===== src/rtl/mem_fetch_pkg.sv =====
// Shared memory/fetch constants: word-address width and word width,
// used by the fetch unit and by the instruction memory.
package mem_fetch_pkg;
    localparam int LGMEMSZ = 14;
    localparam int WORD_W  = 32;

    typedef logic [WORD_W-1:0] word_t;
endpackage


===== src/rtl/mem_fetch_fifo.sv =====
// Two-entry {data, pc} buffer between the memory response and the
// consumer; clear drops everything, pushes are refused when full.
module fetch_fifo
    import mem_fetch_pkg::*;
#(
    parameter int AW = 14
) (
    input  logic          i_clk,
    input  logic          i_reset,
    input  logic          i_clear,
    input  logic          i_push,
    input  word_t         i_data,
    input  logic [AW-1:0] i_pc,
    input  logic          i_pop,
    output logic [1:0]    o_count,
    output word_t         o_data,
    output logic [AW-1:0] o_pc
);

    word_t         r_data [2];
    logic [AW-1:0] r_pc   [2];
    logic          r_rd;
    logic          r_wr;
    logic [1:0]    r_count;
    logic          w_pop;
    logic          w_push;

    assign w_pop  = i_pop && (r_count != 2'd0);
    assign w_push = i_push && ((r_count != 2'd2) || w_pop);

    always_ff @(posedge i_clk) begin
        if (i_reset || i_clear) begin
            r_rd    <= 1'b0;
            r_wr    <= 1'b0;
            r_count <= 2'd0;
        end else begin
            if (w_push) begin
                r_data[r_wr] <= i_data;
                r_pc[r_wr]   <= i_pc;
                r_wr         <= ~r_wr;
            end
            if (w_pop) begin
                r_rd <= ~r_rd;
            end
            if (w_push && !w_pop) begin
                r_count <= r_count + 2'd1;
            end else if (w_pop && !w_push) begin
                r_count <= r_count - 2'd1;
            end
        end
    end

    assign o_count = r_count;
    assign o_data  = r_data[r_rd];
    assign o_pc    = r_pc[r_rd];

endmodule


===== src/rtl/mem_fetch.sv =====
// Sequential instruction fetch from a one-cycle-latency memory with
// redirect support and a two-entry output buffer.
module mem_fetch #(
    parameter int                     LGMEMSZ  = mem_fetch_pkg::LGMEMSZ,
    parameter logic [LGMEMSZ-1:0]     RESET_PC = '0
) (
    input  logic                      i_clk,
    input  logic                      i_reset,
    output logic                      o_read,
    output logic [LGMEMSZ-1:0]        o_address,
    input  mem_fetch_pkg::word_t      i_data,
    input  logic                      i_redirect,
    input  logic [LGMEMSZ-1:0]        i_target,
    output logic                      o_valid,
    input  logic                      i_ready,
    output mem_fetch_pkg::word_t      o_instr,
    output logic [LGMEMSZ-1:0]        o_pc
);

    logic [LGMEMSZ-1:0]   r_pc;
    logic [LGMEMSZ-1:0]   r_issue_pc;
    logic                 r_pending;
    logic                 r_discard;

    logic [1:0]           w_count;
    logic [1:0]           w_occ;
    mem_fetch_pkg::word_t w_head_data;
    logic [LGMEMSZ-1:0]   w_head_pc;
    logic                 w_has_word;
    logic                 w_hs;
    logic                 w_push;

    // Buffered words plus the one in flight must never exceed two,
    // unless a pop this cycle frees a slot for the new response.
    assign w_has_word = (w_count != 2'd0) && !i_reset;
    assign w_hs       = w_has_word && i_ready;
    assign w_occ      = w_count + {1'b0, r_pending};
    assign o_read     = !i_reset && !i_redirect &&
                        ((w_occ < 2'd2) || w_hs);
    assign o_address  = r_pc;
    assign w_push     = r_pending && !r_discard;

    fetch_fifo #(
        .AW      (LGMEMSZ)
    ) u_fifo (
        .i_clk   (i_clk),
        .i_reset (i_reset),
        .i_clear (i_redirect),
        .i_push  (w_push),
        .i_data  (i_data),
        .i_pc    (r_issue_pc),
        .i_pop   (w_hs),
        .o_count (w_count),
        .o_data  (w_head_data),
        .o_pc    (w_head_pc)
    );

    always_ff @(posedge i_clk) begin
        if (i_reset) begin
            r_pc       <= RESET_PC;
            r_issue_pc <= '0;
            r_pending  <= 1'b0;
            r_discard  <= 1'b0;
        end else begin
            r_pending <= o_read;
            r_discard <= i_redirect;
            if (i_redirect) begin
                r_pc <= i_target;
            end else if (o_read) begin
                r_pc <= r_pc + 1'b1;
            end
            if (o_read) begin
                r_issue_pc <= r_pc;
            end
        end
    end

    assign o_valid = w_has_word;
    assign o_instr = w_has_word ? w_head_data : '0;
    assign o_pc    = w_has_word ? w_head_pc : '0;

endmodule


===== config.mk =====
export PLATFORM = sky130hd
export DESIGN_NAME = mem_fetch
export DESIGN_NICKNAME = d
export VERILOG_FILES = /design/src/rtl/mem_fetch_pkg.sv /design/src/rtl/mem_fetch_fifo.sv /design/src/rtl/mem_fetch.sv
export SDC_FILE = /design/constraint.sdc
export NUM_CORES = 1
export LEC_CHECK = 0
export ABC_AREA = 1
export CORE_AREA = 2 2 120 122
export DETAILED_ROUTE_END_ITERATION = 10
export DIE_AREA = 0 0 122 124
export PLACE_DENSITY_LB_ADDON = 0.15
export SYNTH_ARGS = -nofsm -noshare
export SYNTH_HDL_FRONTEND = slang
export SYNTH_SLANG_ARGS = --single-unit

===== constraint.sdc =====
create_clock -name i_clk -period 7.6 [get_ports i_clk]
set_input_delay 0.76 -clock i_clk [delete_from_list [all_inputs] [get_ports i_clk]]
set_output_delay 0.76 -clock i_clk [all_outputs]
set_load 0.03 [all_outputs]

======== After elaboration in Yosys (flattened, before gate mapping) ========
Memory sizes are Yosys's and may differ from the RTL's. A register that Yosys moved wholly into a read port is not among the register bits.
Index checks and enable logic that the tools add are counted.
W data, S select, Z words.
word-level totals
  flip-flop bits (word level) ............. 34
  memory bits (writable) .................. 92
  input port bits ......................... 50
  output and inout bits ................... 62
  logic and storage cells ................. 50
  memories ................................ 2
operators by class
  $add $sub $neg .......................... 4
  $lt $le $gt $ge ......................... 1
  equal/unequal tests ..................... 1
  multiplexer cells ....................... 13
  bitwise operators ....................... 2
  reduce and logical (&&, ||, !) cells .... 20
memories
  memory         words  width  read ports  clocked after memory_dff  write ports  RTL line              RTL
  u_fifo.r_data  2      32     1           1                         1            mem_fetch_fifo.sv:20  word_t r_data [2];
  u_fifo.r_pc    2      14     1           1                         1            mem_fetch_fifo.sv:21  logic [AW-1:0] r_pc [2];
operators by type and width
  kind                     number
  $mux W14                 3
  $mux W32                 1
  $add A14 B1 Y14 const B  1
  $logic_and A1 B1 Y1      9
  $mux W1                  7
  $reduce_bool A2 Y1       3
  $logic_not A1 Y1         5
  $mux W2                  2
  $logic_or A1 B1 Y1       3
  $add A2 B1 Y2            1
  $add A2 B1 Y2 const B    1
  $lt A2 B2 Y1 const B     1
  $ne A2 B2 Y1 const B     1
  $not A1 Y1               2
  $sub A2 B1 Y2 const B    1

======== Longest topological paths before layout ========
Gate-level depths: netlist of run 1.
  depth after elaboration ................. 10
  gate-level depth with buffers ........... 11
  mapped depth without buffers ............ 11

======== Modules after synthesis ========
From an unflattened synthesis of run 1, not the netlist that was laid out.
second synthesis, totals
  cell total of the unflattened synthesis .. 516
  area total of the unflattened synthesis .. 5684.2 um2
by module, submodules not included
  module      instances  cells an instance  area an instance (um2)  sequential area each (um2)
  fetch_fifo  1          181                3763.6                  2862.7
  mem_fetch   1          335                1920.6                  600.6

======== Worst setup path before layout of run 1 ========
OpenSTA, ideal clock, no wires.
  kind .................................... input to register
  start ................................... in i_redirect
  end ..................................... mem u_fifo.r_data[1][0] (netlist bit), enable pin
  data arrival time ....................... 5.609 ns
  setup slack ............................. 1.427 ns
  stages .................................. 3
  buffers on the path ..................... 2
  path through ............................ buf_2 > clkbuf_1 > nor4_1
between the ends
  cells in the longest elaborated chain, start to end .. 3
RTL lines
  item                           RTL line              RTL
  from (decl)                    mem_fetch.sv:12       input logic i_redirect,
  $logic_or A1 B1 Y1             mem_fetch_fifo.sv:32  if (i_reset || i_clear) begin
  $mux W1                        mem_fetch_fifo.sv:32
  $mux W1 (implied by the code)  mem_fetch_fifo.sv:38  r_data[r_wr] <= i_data;
  to (decl)                      mem_fetch_fifo.sv:20
No other way between the ends.

======== Worst setup path after layout of run 1 ========
  start ................................... in i_reset
  end ..................................... out o_read
between the ends
  cells in the longest elaborated chain, start to end .. 5
  elaborated cells on any way between the ends .. 6
  those cells by class .................... reduce/logical: 6
RTL lines
  item                   RTL line                          RTL
  from (decl)            mem_fetch.sv:8                    input logic i_reset,
  $logic_not A1 Y1 *     mem_fetch.sv:35, mem_fetch.sv:38
  $logic_and A1 B1 Y1    mem_fetch.sv:35                   assign w_has_word = (w_count != 2'd0) && !i_reset;
  $logic_and A1 B1 Y1    mem_fetch.sv:36                   assign w_hs = w_has_word && i_ready;
  $logic_or A1 B1 Y1     mem_fetch.sv:39                   ((w_occ < 2'd2) || w_hs);
  $logic_and A1 B1 Y1 *  mem_fetch.sv:38                   assign o_read = !i_reset && !i_redirect &&
  to (decl)              mem_fetch.sv:9                    output logic o_read,
Mark *: on every way between the ends. The rest lies on a longest branch, timed or not.

==> run summary, run 1 <==
Outcome
- outcome: complete, no violations

Finish
- Syn-to-layout area delta: 35.2%
- number of diodes added for antenna fixing: 0
- ratio of cells with drive above 1 in the final layout: 14.4%
- fin nets: 673

Place
- worst slack at placement: 3.12 ns
- sum of net half-perimeters after detailed placement: 7.44 mm
- number of input and output port buffers inserted: 111
- global placer's final weighted congestion: 0.823

Setup path
- crit path kind: primary input to output pin
- critical path data arrival time: 3.72 ns
- type of element launching the critical path: primary input
- peak fanout along the critical path: 42
- CP Data Required Time: 6.84 ns
- CP Capture Type: output pin

Global routing
- overall global routing resource usage: 16.2%
- number of global-route vias before repair: 3878
- Global Route met1 Usage: 19.7%
- GRT overflow: 0
- wire length of the first global-routing pass: 18.7 mm
- initial antenna violation count: 0
- maximum number of pins on one net before global-route repair: 48
- most heavily used metal layer in global routing: met2
- met2 Usage GRT: 27.4%
- GR Util met3: 4.67%

Timing
- Final Slew Violations: 0
- worst-case headroom to the max-slew limit: 54.0%
- hold violation total from the final report: 0
- transition time of the tightest slew-check pin: 0.687 ns
- RSZ-0062 raised after global routing: no
- final hold slack: 0.456 ns
- final clock skew: 0.00716 ns
- Period Utilization, post-route: 58.9%
- worst setup slack after layout: 3.12 ns
- final count of negative-setup-slack endpoints: 0
- final-layout setup total negative slack: 0 ns
- maximum achievable frequency: 223 MHz
- final worst path period need: 4.48 ns

Logic synthesis
- number of distinct library cells after synthesis: 24
- cell area after synthesis: 5420 sq um
- warnings from Yosys: 0
- area share of the largest cell type after synthesis: 50.9%
- Seq cells post-synth: 127
- top post-synthesis cells by area: sky130_fd_sc_hd__edfxtp_1 51%, sky130_fd_sc_hd__dfxtp_1 13%, sky130_fd_sc_hd__mux2_2 9.6%
- Post-Syn Instances: 507
- post-synthesis net count: 559
- share of the yosys chip area belonging to registers: 63.9%
- average cell area after synthesis: 10.7 sq um
- largest area contributor in the netlist: sky130_fd_sc_hd__edfxtp_1

CTS
- Inserted Clock Buffers: 17
- CTS Hold Buffers Added: 0
- root cell of the clock tree: sky130_fd_sc_hd__clkbuf_16
- setup repair bufs after CTS: 0
- largest buffer count on any clock path: 2
- TritonCTS clock tree: yes
- count of H-tree levels built during CTS: 4
- number of gates resized after CTS: 0
- insertion delay of the later-clocked pin in the worst-skew pair: 0.41 ns
- total clock sinks: 127
- clock input transition at the sequential cells of the worst setup and hold paths: 0.05 ns

Floorplan
- horizontal extent of the die: 122 um
- cell row count: 43
- area of the die: 15100 sq um
- number of ports placed on the die boundary: 112
- y dimension of the die: 124 um
- effective utilization at floorplan: 39.5%
- core region area: 13700 sq um

Route
- WL/cell: 14.3 um
- number of search-and-repair iterations in the first detailed-routing pass: 4
- number of vias per cell after detailed routing: 4.71
- wire length after detailed routing: 11.7 mm
- count of unresolved DRC violations after routing: 0
- final antenna-violating net count: 0
- drt initial violations: 233
- number of vias in the routed layout: 3835

Pwr
- Worst IR Drop VDD: 0.150 mV
- power density over cell area: 234 nW/um^2
- cell leakage power: 2.92 nW

Hold path
- class of the most critical hold timing path: register to register

Run
- max_cap viols: 0

-- Yosys cell counts --
library cell / number
sky130_fd_sc_hd__xor2_1: 2
sky130_fd_sc_hd__inv_2: 2
sky130_fd_sc_hd__nand2_1: 125
sky130_fd_sc_hd__mux2_2: 46
sky130_fd_sc_hd__buf_1: 1
sky130_fd_sc_hd__nor2_1: 18
sky130_fd_sc_hd__clkbuf_1: 4
sky130_fd_sc_hd__nor4_1: 1
sky130_fd_sc_hd__buf_2: 13
sky130_fd_sc_hd__edfxtp_1: 92
sky130_fd_sc_hd__nand3_2: 1
sky130_fd_sc_hd__inv_1: 70
sky130_fd_sc_hd__nand3_1: 48
sky130_fd_sc_hd__xnor2_1: 1
sky130_fd_sc_hd__a31oi_1: 1
sky130_fd_sc_hd__o21ai_0: 20
sky130_fd_sc_hd__dfxtp_1: 35
sky130_fd_sc_hd__a21oi_1: 15
sky130_fd_sc_hd__nand4_1: 5
sky130_fd_sc_hd__ha_1: 2
sky130_fd_sc_hd__nand2_2: 1
sky130_fd_sc_hd__clkinv_1: 1
sky130_fd_sc_hd__nor2_2: 1
sky130_fd_sc_hd__buf_4: 2
-- critical path, stage by stage --
cell and delay, ns:
sky130_fd_sc_hd__clkdlybuf4s50_1 0.72, sky130_fd_sc_hd__inv_2 0.42, sky130_fd_sc_hd__nand3_2 0.20, sky130_fd_sc_hd__nand2_1 0.14
sky130_fd_sc_hd__nand2_2 0.40, sky130_fd_sc_hd__inv_2 0.33, sky130_fd_sc_hd__clkdlybuf4s50_1 0.72
-- cells by family after synthesis --
| logic type | Yosys count | share of synthesized area, % |
|---|---|---|
| mux | 46 | 9.55 |
| fa+ha+maj | 2 | 0.461 |
| flops | 127 | 63.9 |
| buf+inv | 93 | 6.87 |
| compound gates | 36 | 3.34 |
| simple gates | 200 | 15.4 |
| xor+xnor | 3 | 0.485 |
-- report_power, final --
| group | switching [mW] | leakage, nW | internal [mW] |
|---|---|---|---|
| logic | 0.0694 | 1.51 | 0.0570 |
| registers | 0.0131 | 1.13 | 0.756 |
| clock network | 0.304 | 0.289 | 0.517 |
-- cells in the final DEF, fill, tap and decap left out --
master	count
sky130_fd_sc_hd__xor2_1	2
sky130_fd_sc_hd__nand4_1	5
sky130_fd_sc_hd__edfxtp_1	92
sky130_fd_sc_hd__nor2_2	1
sky130_fd_sc_hd__dfxtp_1	34
sky130_fd_sc_hd__bufinv_16	2
sky130_fd_sc_hd__buf_4	4
sky130_fd_sc_hd__inv_2	2
sky130_fd_sc_hd__xnor2_1	1
sky130_fd_sc_hd__o21ai_0	20
sky130_fd_sc_hd__clkinvlp_4	4
sky130_fd_sc_hd__nand2_2	1
sky130_fd_sc_hd__nor4_2	1
sky130_fd_sc_hd__nand3_1	48
sky130_fd_sc_hd__ha_1	2
sky130_fd_sc_hd__nand3_2	1
sky130_fd_sc_hd__nand2_1	125
sky130_fd_sc_hd__clkbuf_16	18
sky130_fd_sc_hd__inv_6	5
sky130_fd_sc_hd__nor2_4	1
sky130_fd_sc_hd__clkdlybuf4s50_1	111
sky130_fd_sc_hd__a21oi_1	14
sky130_fd_sc_hd__a21oi_4	1
sky130_fd_sc_hd__clkinv_1	1
sky130_fd_sc_hd__inv_1	70
sky130_fd_sc_hd__clkinv_4	2
sky130_fd_sc_hd__a31oi_1	1
sky130_fd_sc_hd__clkbuf_8	1
sky130_fd_sc_hd__dfxtp_2	1
sky130_fd_sc_hd__nor2_1	17
sky130_fd_sc_hd__mux2_2	46
-- routing by layer --
metal  share of wire [%]  vias up
li1                    -     1930
met1                  44     1778
met2                  48      115
met3                 6.4       12
met4                 1.3        0
met5                   0        -
-- per-stage QoR --
step	instance area (sq um)	total power [mW]	util, %	instances
5_1_grt	7330	1.78	53.5	814
2_1_floorplan	5420	0.847	-	507
6_report	7330	1.72	53.5	814
3_5_place_dp	6720	0.910	49.0	782
4_1_cts	7330	1.74	53.5	814
3_3_place_gp	6720	0.908	49.0	782
-- worst paths after layout --
check / startpoint / endpoint / slack [ns] / cells after the start
min reg2reg: r_issue_pc[10] / u_fifo.r_pc[0][10] / 0.46 / 0
max reg2reg: u_fifo.o_count[0] / u_fifo.r_data[1][1] / 5.45 / 7
min: r_issue_pc[10] / u_fifo.r_pc[0][10] / 0.46 / 0
max: i_reset / o_read / 3.12 / 7
-- registers in the layout (all words and copies together) (netlist names), named ones only --
name / count
r_issue_pc: 14
r_discard: 1
r_pending: 1
u_fifo.r_data: 64
u_fifo.r_pc: 28
o_address: 14
u_fifo.r_wr: 1
u_fifo.r_rd: 1
u_fifo.o_count: 2
-- final cells by class --
cell class	count	area [sq um]
Tap cell	180	225
Inverter	73	274
Clock buffer	19	464
Timing Repair Buffer	115	1140
Multi-Input combinational cell	287	1610
Fill cell	1266	6390
Sequential cell	127	3460
Clock inverter	13	151
Note: power is estimated with default switching activity, not from simulation.
==> run 2: changes to the inputs <==
- clock period: 7.6 -> 3.8 ns (I/O delays scaled with it)
==> run 2 against run 1 <==
Net effect: non-clock buffer count up 3; cell area rose by 0.14%; global-route usage grew 0.29 points; wire length is 2.3% higher; largest power group unchanged; sequential cell count is the same; critical endpoint is now o_instr[4]; sequential share of layout area fell by 0.064 points.
==> run summary, run 2 (same netlist as run 1, synthesis figures left out) <==
Timing
- final count of negative-setup-slack endpoints: 0, unchanged
- transition time of the tightest slew-check pin: 0.636 ns, was 0.687 ns
- worst-case headroom to the max-slew limit: 57.5%, was 54.0%
- final worst path period need: 2.95 ns
- maximum achievable frequency: 339 MHz
- Period Utilization, post-route: 77.7%
- final clock skew: 0.00820 ns, was 0.00716 ns
- final hold slack: 0.454 ns, was 0.456 ns
- final-layout setup total negative slack: 0 ns, unchanged
- hold violation total from the final report: 0, unchanged
- RSZ-0062 raised after global routing: no, unchanged
- Final Slew Violations: 0, unchanged

Floorplan
- cell row count: 43, unchanged
- area of the die: 15100 sq um, unchanged
- horizontal extent of the die: 122 um, unchanged
- y dimension of the die: 124 um, unchanged
- number of ports placed on the die boundary: 112, unchanged
- effective utilization at floorplan: 39.5%, unchanged
- core region area: 13700 sq um, unchanged

Setup path
- CP Capture Type: output pin, unchanged
- number of buffer and inverter instances along the worst setup path: 3, was 4
- CP Data Required Time: 3.42 ns, was 6.84 ns
- family of cells with the greatest summed delay on the critical path: buffers and inverters, unchanged
- setup slack of the most critical reg-to-reg path: 1.63 ns, was 5.45 ns
- cell type of the slowest stage on the worst timing path: sky130_fd_sc_hd__dfxtp_2, was sky130_fd_sc_hd__clkdlybuf4s50_1
- critical register-to-register path startpoint: u_fifo.o_count[0], unchanged
- critical path data arrival time: 2.57 ns, was 3.72 ns
- number of cells on the critical path: 5, was 7
- Critical R2R Capture: u_fifo.r_pc[0][7], was u_fifo.r_data[1][1]
- ordered list of cells on the worst path: buf_4 > mux2_2 > nand2_1 > inv_1 > clkdlybuf4s50_1, was clkdlybuf4s50_1 > inv_2 > nand3_2 > nand2_1 > nand2_2 > inv_2 > clkdlybuf4s50_1
- R2R cell count: 7, unchanged
- type of element launching the critical path: register, was primary input
- peak fanout along the critical path: 31, was 42
- timing endpoint of the critical path: o_instr[4], was o_read
- crit path kind: register to output pin, was primary input to output pin
- longest individual stage delay on the worst path: 0.59 ns, was 0.72 ns

CTS
- insertion delay of the later-clocked pin in the worst-skew pair: 0.40 ns, was 0.41 ns
- Inserted Clock Buffers: 17, unchanged
- largest buffer count on any clock path: 2, unchanged
- root cell of the clock tree: sky130_fd_sc_hd__clkbuf_16, unchanged
- total clock sinks: 127, unchanged
- clock input transition at the sequential cells of the worst setup and hold paths: 0.06 ns, was 0.05 ns
- count of H-tree levels built during CTS: 4, unchanged
- CTS Hold Buffers Added: 0, unchanged
- number of gates resized after CTS: 0, unchanged
- setup repair bufs after CTS: 0, unchanged
- TritonCTS clock tree: yes, unchanged

Place
- number of placed instances, taps included: 785, was 782
- global placer's final weighted congestion: 0.853, was 0.823
- sum of net half-perimeters after detailed placement: 7.66 mm, was 7.44 mm
- number of input and output port buffers inserted: 111, unchanged

Pwr
- power density over cell area: 457 nW/um^2, was 234 nW/um^2
- Power, Total: 3.35 mW, was 1.72 mW
- cell leakage power: 2.93 nW, was 2.92 nW
- Worst IR Drop VDD: 0.307 mV, was 0.150 mV

Global routing
- wire length of the first global-routing pass: 18.9 mm, was 18.7 mm
- GRT overflow: 0, unchanged
- maximum number of pins on one net before global-route repair: 48, unchanged
- initial antenna violation count: 0, unchanged
- number of global-route vias before repair: 3793, was 3878
- overall global routing resource usage: 16.5%, was 16.2%

Finish
- final core area utilization: 53.5%, about the same
- number of diodes added for antenna fixing: 0, unchanged
- combined area of the multi-input logic cells: 1620 sq um, was 1610 sq um
- sequential cell area in the final layout: 3460 sq um, unchanged
- fin nets: 676, was 673
- largest registers in the final layout: u_fifo.r_data: 64 flops, u_fifo.r_pc: 28 flops, unchanged
- most common cell after layout, fill and taps aside: sky130_fd_sc_hd__nand2_1, unchanged
- largest reg by FF count: u_fifo.r_data, unchanged
- commonest cells after routing, fill and taps aside: 125 x sky130_fd_sc_hd__nand2_1, 111 x sky130_fd_sc_hd__clkdlybuf4s50_1, 92 x sky130_fd_sc_hd__edfxtp_1, 70 x sky130_fd_sc_hd__inv_1, 48 x sky130_fd_sc_hd__nand3_1, unchanged
- flip-flop count of the largest register, all copies and words added: 64, unchanged
- ratio of cells with drive above 1 in the final layout: 14.4%, about the same
- Syn-to-layout area delta: 35.4%, was 35.2%
- non-filler cells in the finished layout: 817, was 814
- # fillers: 1222, was 1266

Route
- WL/cell: 14.6 um, was 14.3 um
- count of unresolved DRC violations after routing: 0, unchanged
- number of vias per cell after detailed routing: 4.69, was 4.71
- drt initial violations: 199, was 233
- wire length after detailed routing: 11.9 mm, was 11.7 mm
- final antenna-violating net count: 0, unchanged
- number of search-and-repair iterations in the first detailed-routing pass: 4, unchanged
- number of vias in the routed layout: 3834, was 3835

Hold path
- class of the most critical hold timing path: register to register, unchanged

Run
- max_cap viols: 0, unchanged

Outcome
- outcome: complete, no violations, unchanged

run 2: changes by cell type in the layout (fill, tap and decap cells not counted), sizes merged:
cell / before / now
clkbuf: 19 / 22
inv: 77 / 72
clkinv: 3 / 6
bufinv: 2 / 1
buf: 4 / 7
run 2: how the worst min path moves through the flow:
stage	from	to	cells after the start
after floorplan	r_issue_pc[0]	u_fifo.r_pc[0][0]	0
after global placement	r_issue_pc[3]	u_fifo.r_pc[0][3]	0
after detailed placement	r_issue_pc[7]	u_fifo.r_pc[0][7]	0
after CTS	r_issue_pc[7]	u_fifo.r_pc[0][7]	0
after global routing	r_issue_pc[7]	u_fifo.r_pc[0][7]	0
final	r_issue_pc[7]	u_fifo.r_pc[1][7]	0
run 2: per-layer routing:
metal / part of all wire [%] / track usage [%] / vias up
li1: - / - / 1930
met1: 45 / 20.8 / 1775
met2: 49 / 27.1 / 122
met3: 5.5 / 4.72 / 7
met4: 0.62 / 6.11 / 0
met5: 0 / 0 / -
run 2: power breakdown:
part	switching, mW	internal (mW)	leakage (nW)	total, mW
sequential	0.0270	1.51	1.13	1.54
combinational	0.144	0.117	1.53	0.261
clock	0.565	0.988	0.278	1.55
run 2: area by class of cell:
| class | count | share of cell area, % |
|---|---|---|
| Clock buffer | 22 | 6.76 |
| Clock inverter | 10 | 1.16 |
| Timing Repair Buffer | 118 | 16.0 |
| Multi-Input combinational cell | 287 | 22.1 |
| Sequential cell | 127 | 47.2 |
| Tap cell | 180 | 3.07 |
| Inverter | 73 | 3.73 |
run 2: through the flow:
stage               setup WS (ns)  area, sq um
floorplan                   0.537         5440
finish                      0.848         7340
global route                0.696         7340
global placement            0.884         6760
detailed placement          0.856         6760
CTS                         0.804         7340
==> run 3: changes to the inputs <==
- clock period: 3.8 -> 2.37 ns (I/O delays scaled with it)
==> run 3 against run 2 <==
Net effect: sequential cell count unchanged; count of clock-buffer cells in the layout grew 3; power up 56%; worst setup slack worse by 0.56 ns; cell count grew 0.49%; global-route usage down 0.36 points; die area did not move; clock power is 50% higher; cell area up 1.2%; combinational power rose by 66%; critical path depth unchanged; via count increased by 0.89%; critical endpoint is now o_pc[9]; largest power group is now registers; highest routed layer unchanged.
==> run summary, run 3 (same netlist as run 1, synthesis figures left out) <==
Outcome
- outcome: complete, no violations, unchanged

Floorplan
- horizontal extent of the die: 122 um, unchanged
- number of ports placed on the die boundary: 112, unchanged
- cell row count: 43, unchanged
- core region area: 13700 sq um, unchanged
- y dimension of the die: 124 um, unchanged
- area of the die: 15100 sq um, unchanged
- effective utilization at floorplan: 39.5%, unchanged

Pwr
- Sw Ratio: 21.9%, about the same
- power density over cell area: 705 nW/um^2, was 457 nW/um^2
- Power, Total: 5.23 mW, was 3.35 mW
- cell leakage power: 3.09 nW, was 2.93 nW
- Worst IR Drop VDD: 0.524 mV, was 0.307 mV
- combinational share of power: 8.3%, was 7.8%
- fraction of power consumed by the clock network: 44.6%, was 46.3%
- cell-internal power: 4.09 mW, was 2.62 mW
- net switching power figure: 1.14 mW, was 736 uW
- Flop pwr share: 47.1%, was 45.9%

Finish
- # fillers: 1236, was 1222
- most common cell after layout, fill and taps aside: sky130_fd_sc_hd__nand2_1, unchanged
- Syn-to-layout area delta: 37.0%, was 35.4%
- commonest cells after routing, fill and taps aside: 124 x sky130_fd_sc_hd__nand2_1, 92 x sky130_fd_sc_hd__edfxtp_1, 68 x sky130_fd_sc_hd__inv_1, 63 x sky130_fd_sc_hd__clkdlybuf4s50_1, 47 x sky130_fd_sc_hd__nand3_1, was 125 x sky130_fd_sc_hd__nand2_1, 111 x sky130_fd_sc_hd__clkdlybuf4s50_1, 92 x sky130_fd_sc_hd__edfxtp_1, 70 x sky130_fd_sc_hd__inv_1, 48 x sky130_fd_sc_hd__nand3_1
- flip-flop count of the largest register, all copies and words added: 64, unchanged
- fin nets: 680, was 676
- non-filler cells in the finished layout: 821, was 817
- number of diodes added for antenna fixing: 0, unchanged
- largest registers in the final layout: u_fifo.r_data: 64 flops, u_fifo.r_pc: 28 flops, unchanged
- largest reg by FF count: u_fifo.r_data, unchanged
- ratio of cells with drive above 1 in the final layout: 22.8%, was 14.4%

Route
- number of vias per cell after detailed routing: 4.71, was 4.69
- number of vias in the routed layout: 3868, was 3834
- drt initial violations: 246, was 199
- number of search-and-repair iterations in the first detailed-routing pass: 4, unchanged
- final antenna-violating net count: 0, unchanged
- count of unresolved DRC violations after routing: 0, unchanged
- wire length after detailed routing: 11.6 mm, was 11.9 mm
- WL/cell: 14.2 um, was 14.6 um

Place
- sum of net half-perimeters after detailed placement: 7.72 mm, was 7.66 mm
- number of input and output port buffers inserted: 111, unchanged
- worst slack at placement: 0.236 ns, was 0.856 ns
- number of placed instances, taps included: 789, was 785
- global placer's final weighted congestion: 0.833, was 0.853

Timing
- final worst path period need: 2.08 ns
- RSZ-0062 raised after global routing: no, unchanged
- hold violation total from the final report: 0, unchanged
- transition time of the tightest slew-check pin: 0.357 ns, was 0.636 ns
- worst setup slack after layout: 0.292 ns, was 0.848 ns
- Final Slew Violations: 0, unchanged
- Period Utilization, post-route: 87.7%
- maximum achievable frequency: 481 MHz
- final clock skew: 0.00651 ns, was 0.00820 ns
- worst-case headroom to the max-slew limit: 76.2%, was 57.5%
- final count of negative-setup-slack endpoints: 0, unchanged

CTS
- total clock sinks: 127, unchanged
- TritonCTS clock tree: yes, unchanged
- largest buffer count on any clock path: 2, unchanged
- CTS Hold Buffers Added: 0, unchanged
- insertion delay of the later-clocked pin in the worst-skew pair: 0.40 ns, about the same
- clock input transition at the sequential cells of the worst setup and hold paths: 0.05 ns, was 0.06 ns
- setup repair bufs after CTS: 0, unchanged
- Inserted Clock Buffers: 17, unchanged
- number of gates resized after CTS: 0, unchanged
- root cell of the clock tree: sky130_fd_sc_hd__clkbuf_16, unchanged
- count of H-tree levels built during CTS: 4, unchanged

Global routing
- initial antenna violation count: 0, unchanged
- wire length of the first global-routing pass: 18.7 mm, was 18.9 mm
- overall global routing resource usage: 16.1%, was 16.5%
- maximum number of pins on one net before global-route repair: 47, was 48
- GRT overflow: 0, unchanged
- number of global-route vias before repair: 3885, was 3793

Run
- max_cap viols: 0, unchanged

Setup path
- CP Data Required Time: 2.13 ns, was 3.42 ns
- R2R cell count: 11, was 7
- CP Capture Type: output pin, unchanged
- crit path kind: register to output pin, unchanged
- critical path data arrival time: 1.84 ns, was 2.57 ns
- type of element launching the critical path: register, unchanged
- peak fanout along the critical path: 37, was 31

Hold path
- depth of the worst hold-timing path: 1, was 0
- class of the most critical hold timing path: primary input to register, was register to register

run 3: worst paths after layout:
path / from / slack [ns] / end
setup reg to reg: u_fifo.o_count[0] / 0.48 / u_fifo.o_count[1]
setup / recovery: register / 0.29 / o_pc[9]
hold / removal: i_data[22] / 0.41 / u_fifo.r_data[0][22]
hold reg to reg: r_issue_pc[5] / 0.45 / u_fifo.r_pc[0][5]
run 3: worst max-delay path, cell delays in order, from the launching register on:
cell and delay (ns):
sky130_fd_sc_hd__dfxtp_2 0.50, sky130_fd_sc_hd__buf_12 0.28, sky130_fd_sc_hd__mux2_2 0.36, sky130_fd_sc_hd__nand2_1 0.07, sky130_fd_sc_hd__inv_1 0.07, sky130_fd_sc_hd__buf_12 0.14
run 3: power by group through the flow:
stage | clock (mW) | sequential (mW) | combinational [mW]
final | 2.33 | 2.47 | 0.433
after global routing | 2.47 | 2.47 | 0.472
after CTS | 2.38 | 2.47 | 0.437
after detailed placement | 0 | 2.51 | 0.435
after global placement | 0 | 2.51 | 0.432
after floorplan | 0 | 2.53 | 0.194
run 3: through the flow:
| stage | utilization, % | setup TNS (ns) | hold slack, ns | cell area (sq um) |
|---|---|---|---|---|
| after floorplan | - | -11.99 | 0.321 | 5460 |
| after global placement | 50.2 | 0 | 0.437 | 6890 |
| after detailed placement | 50.2 | 0 | 0.437 | 6890 |
| after CTS | 54.1 | 0 | 0.395 | 7430 |
| after global routing | 54.1 | 0 | 0.404 | 7430 |
| final | 54.1 | 0 | 0.414 | 7430 |
run 3: metal layers:
metal / routed length (um) / global-route usage, % / part of all wire [%] / vias up
li1: - / - / - / 1929
met1: 5340 / 20.6 / 46 / 1807
met2: 5450 / 26.1 / 47 / 120
met3: 734 / 4.95 / 6.3 / 12
met4: 124 / 5.60 / 1.1 / 0
met5: 0 / 0 / 0 / -
run 3: cell type report:
cell class,instances,area [sq um],share of cell area (%)
sequential,127,3470,46.7
tap,180,225,3.03
clock buffer,25,507,6.82
inverter,73,274,3.69
multi-input combinational,287,1630,22.0
clock inverter,7,35.0,0.472
timing repair buffer,122,1290,17.3
==> RTL change (config.mk and constraints of run 3) <==
Add an input register stage for `i_target`, with the module's reset; this delays it by one clock. The other inputs are not delayed to match.
--- a/src/rtl/mem_fetch.sv
+++ b/src/rtl/mem_fetch.sv
@@ -17,4 +17,14 @@
     output logic [LGMEMSZ-1:0]        o_pc
 );
+
+    logic [LGMEMSZ-1:0] i_target_q;
+
+    always_ff @(posedge i_clk) begin
+        if (i_reset) begin
+            i_target_q <= '0;
+        end else begin
+            i_target_q <= i_target;
+        end
+    end
 
     logic [LGMEMSZ-1:0]   r_pc;
@@ -66,5 +76,5 @@
             r_discard <= i_redirect;
             if (i_redirect) begin
-                r_pc <= i_target;
+                r_pc <= i_target_q;
             end else if (o_read) begin
                 r_pc <= r_pc + 1'b1;
Check against the original RTL: not equivalent (a bounded check fails within 4 cycles, from zero or initial values and one cycle with i_reset high).
==> RTL change against run 3 <==
Synthesized cell count rose by 9.1%; power rose by 7.8%; sequential cell count rose by 14; worst setup slack got worse by 130 ps; via count rose by 4.5%; synthesized area rose by 7.8%; final area rose by 5.2%; critical path depth rose by 2; routed wire length fell by 0.45%; largest power group unchanged.
==> RTL change: results (changes against run 3) <==
final WL=11600 um (-0.45%); placed insts=832 (+5.4%); clk_buf instances=23 (-8.0%); Synth cell types=29 (+21%); inverter count=87 (+19%); detailed placer's ending HPWL=7470 um (-3.3%); top cells by count, synth=nand2_1 (124), edfxtp_1 (92), inv_1 (83), dfxtp_1 (49), mux2_2 (46); final-stage net count=723 (+6.3%); combinational share of power=7.5% (-0.8 points); Worst Hold Launch=i_target[9]; pin slew with the least headroom to its limit=486 ps (+129 ps); largest net degree at the start of global routing=48 (+2.1%); bufs w/o clock=121 (-0.82%); multi-input gates=303 (+5.6%); Final Non-Filler Cells=864 (+5.2%); Yosys reg bits=141 (+11%); final-layout clock-cell area share=7.19% (-0.11 points); first-pass GRT wire length=18600 um (-0.70%); GPL Wtd Cong=0.839 (+0.80%); DRT iter0 DRCs=273 (+11%); cell internal pwr=4.45 mW (+8.8%); fill cell count=1200 (-2.9%); fraction of area in multi-input gates=21.9% (-0.087 points); PD cells=722 nW/um^2 (+2.4%); post-synthesis sequential area ratio=64.0% (+0.16 points); post-synthesis cell count=553 (+9.1%); Worst VDD drop=0.000508 V (-3.1%); placed instance area=7260 sq um (+5.4%); Placement Setup Slack=246 ps (+10.1 ps); Syn Nets=605 (+8.2%); adder-cell share of the synthesized area=0.428% (-0.033 points); Slowest-stage cell, CP=clkdlybuf4s50_1; maximum fanout along the worst path=6 (-84%); cell family with most CP delay=buffers and inverters; layout cells sized above 1=21.5% (-1.3 points); outcome=complete, no violations; mux cell area share after synthesis=8.86% (-0.69 points); Hold Crit Depth=3 (+2); clk_skew=4.83 ps (-1.68 ps); Multi-input gate area=1710 sq um (+4.8%); CP peak stage delay=670 ps (+170 ps); flop2flop setup slack=620 ps (+140 ps); Clk power=2.51 mW (+8%); vias in the first global route=3768 (-3.0%); Leak Pwr=3.30 nW (+6.9%)
==> RTL change: cell types whose count changed after synthesis, moves of 2 or more <==
cell,delta
inv_1,+13
o21ai_0,-6
dfxtp_1,+14
o21a_1,+2
nor2_1,+25
clkbuf_1,-2
nand3_1,-4
a21oi_1,-3
buf_1,+3
==> RTL change: layer usage <==
metal / vias to the layer above / track usage [%] / routed length [um]
met2: 116 / 25.6 / 5370
met3: 17 / 5.04 / 743
met5: - / 0 / 0
met1: 1868 / 20.5 / 5280
met4: 0 / 7.04 / 198
li1: 2041 / - / -
==> RTL change: worst max-delay path by stage <==
stage | start | end | slack (ps) | depth (start not counted)
final | u_fifo.o_count[1] | o_read | 170 | 7
after global routing | u_fifo.o_count[0] | o_read | 80 | 7
after floorplan | u_fifo.o_count[0] | u_fifo.r_data[1][0] | -250 | 6
after global placement | i_reset | o_read | 260 | 7
after CTS | u_fifo.o_count[1] | o_read | 150 | 7
after detailed placement | i_reset | o_read | 250 | 7
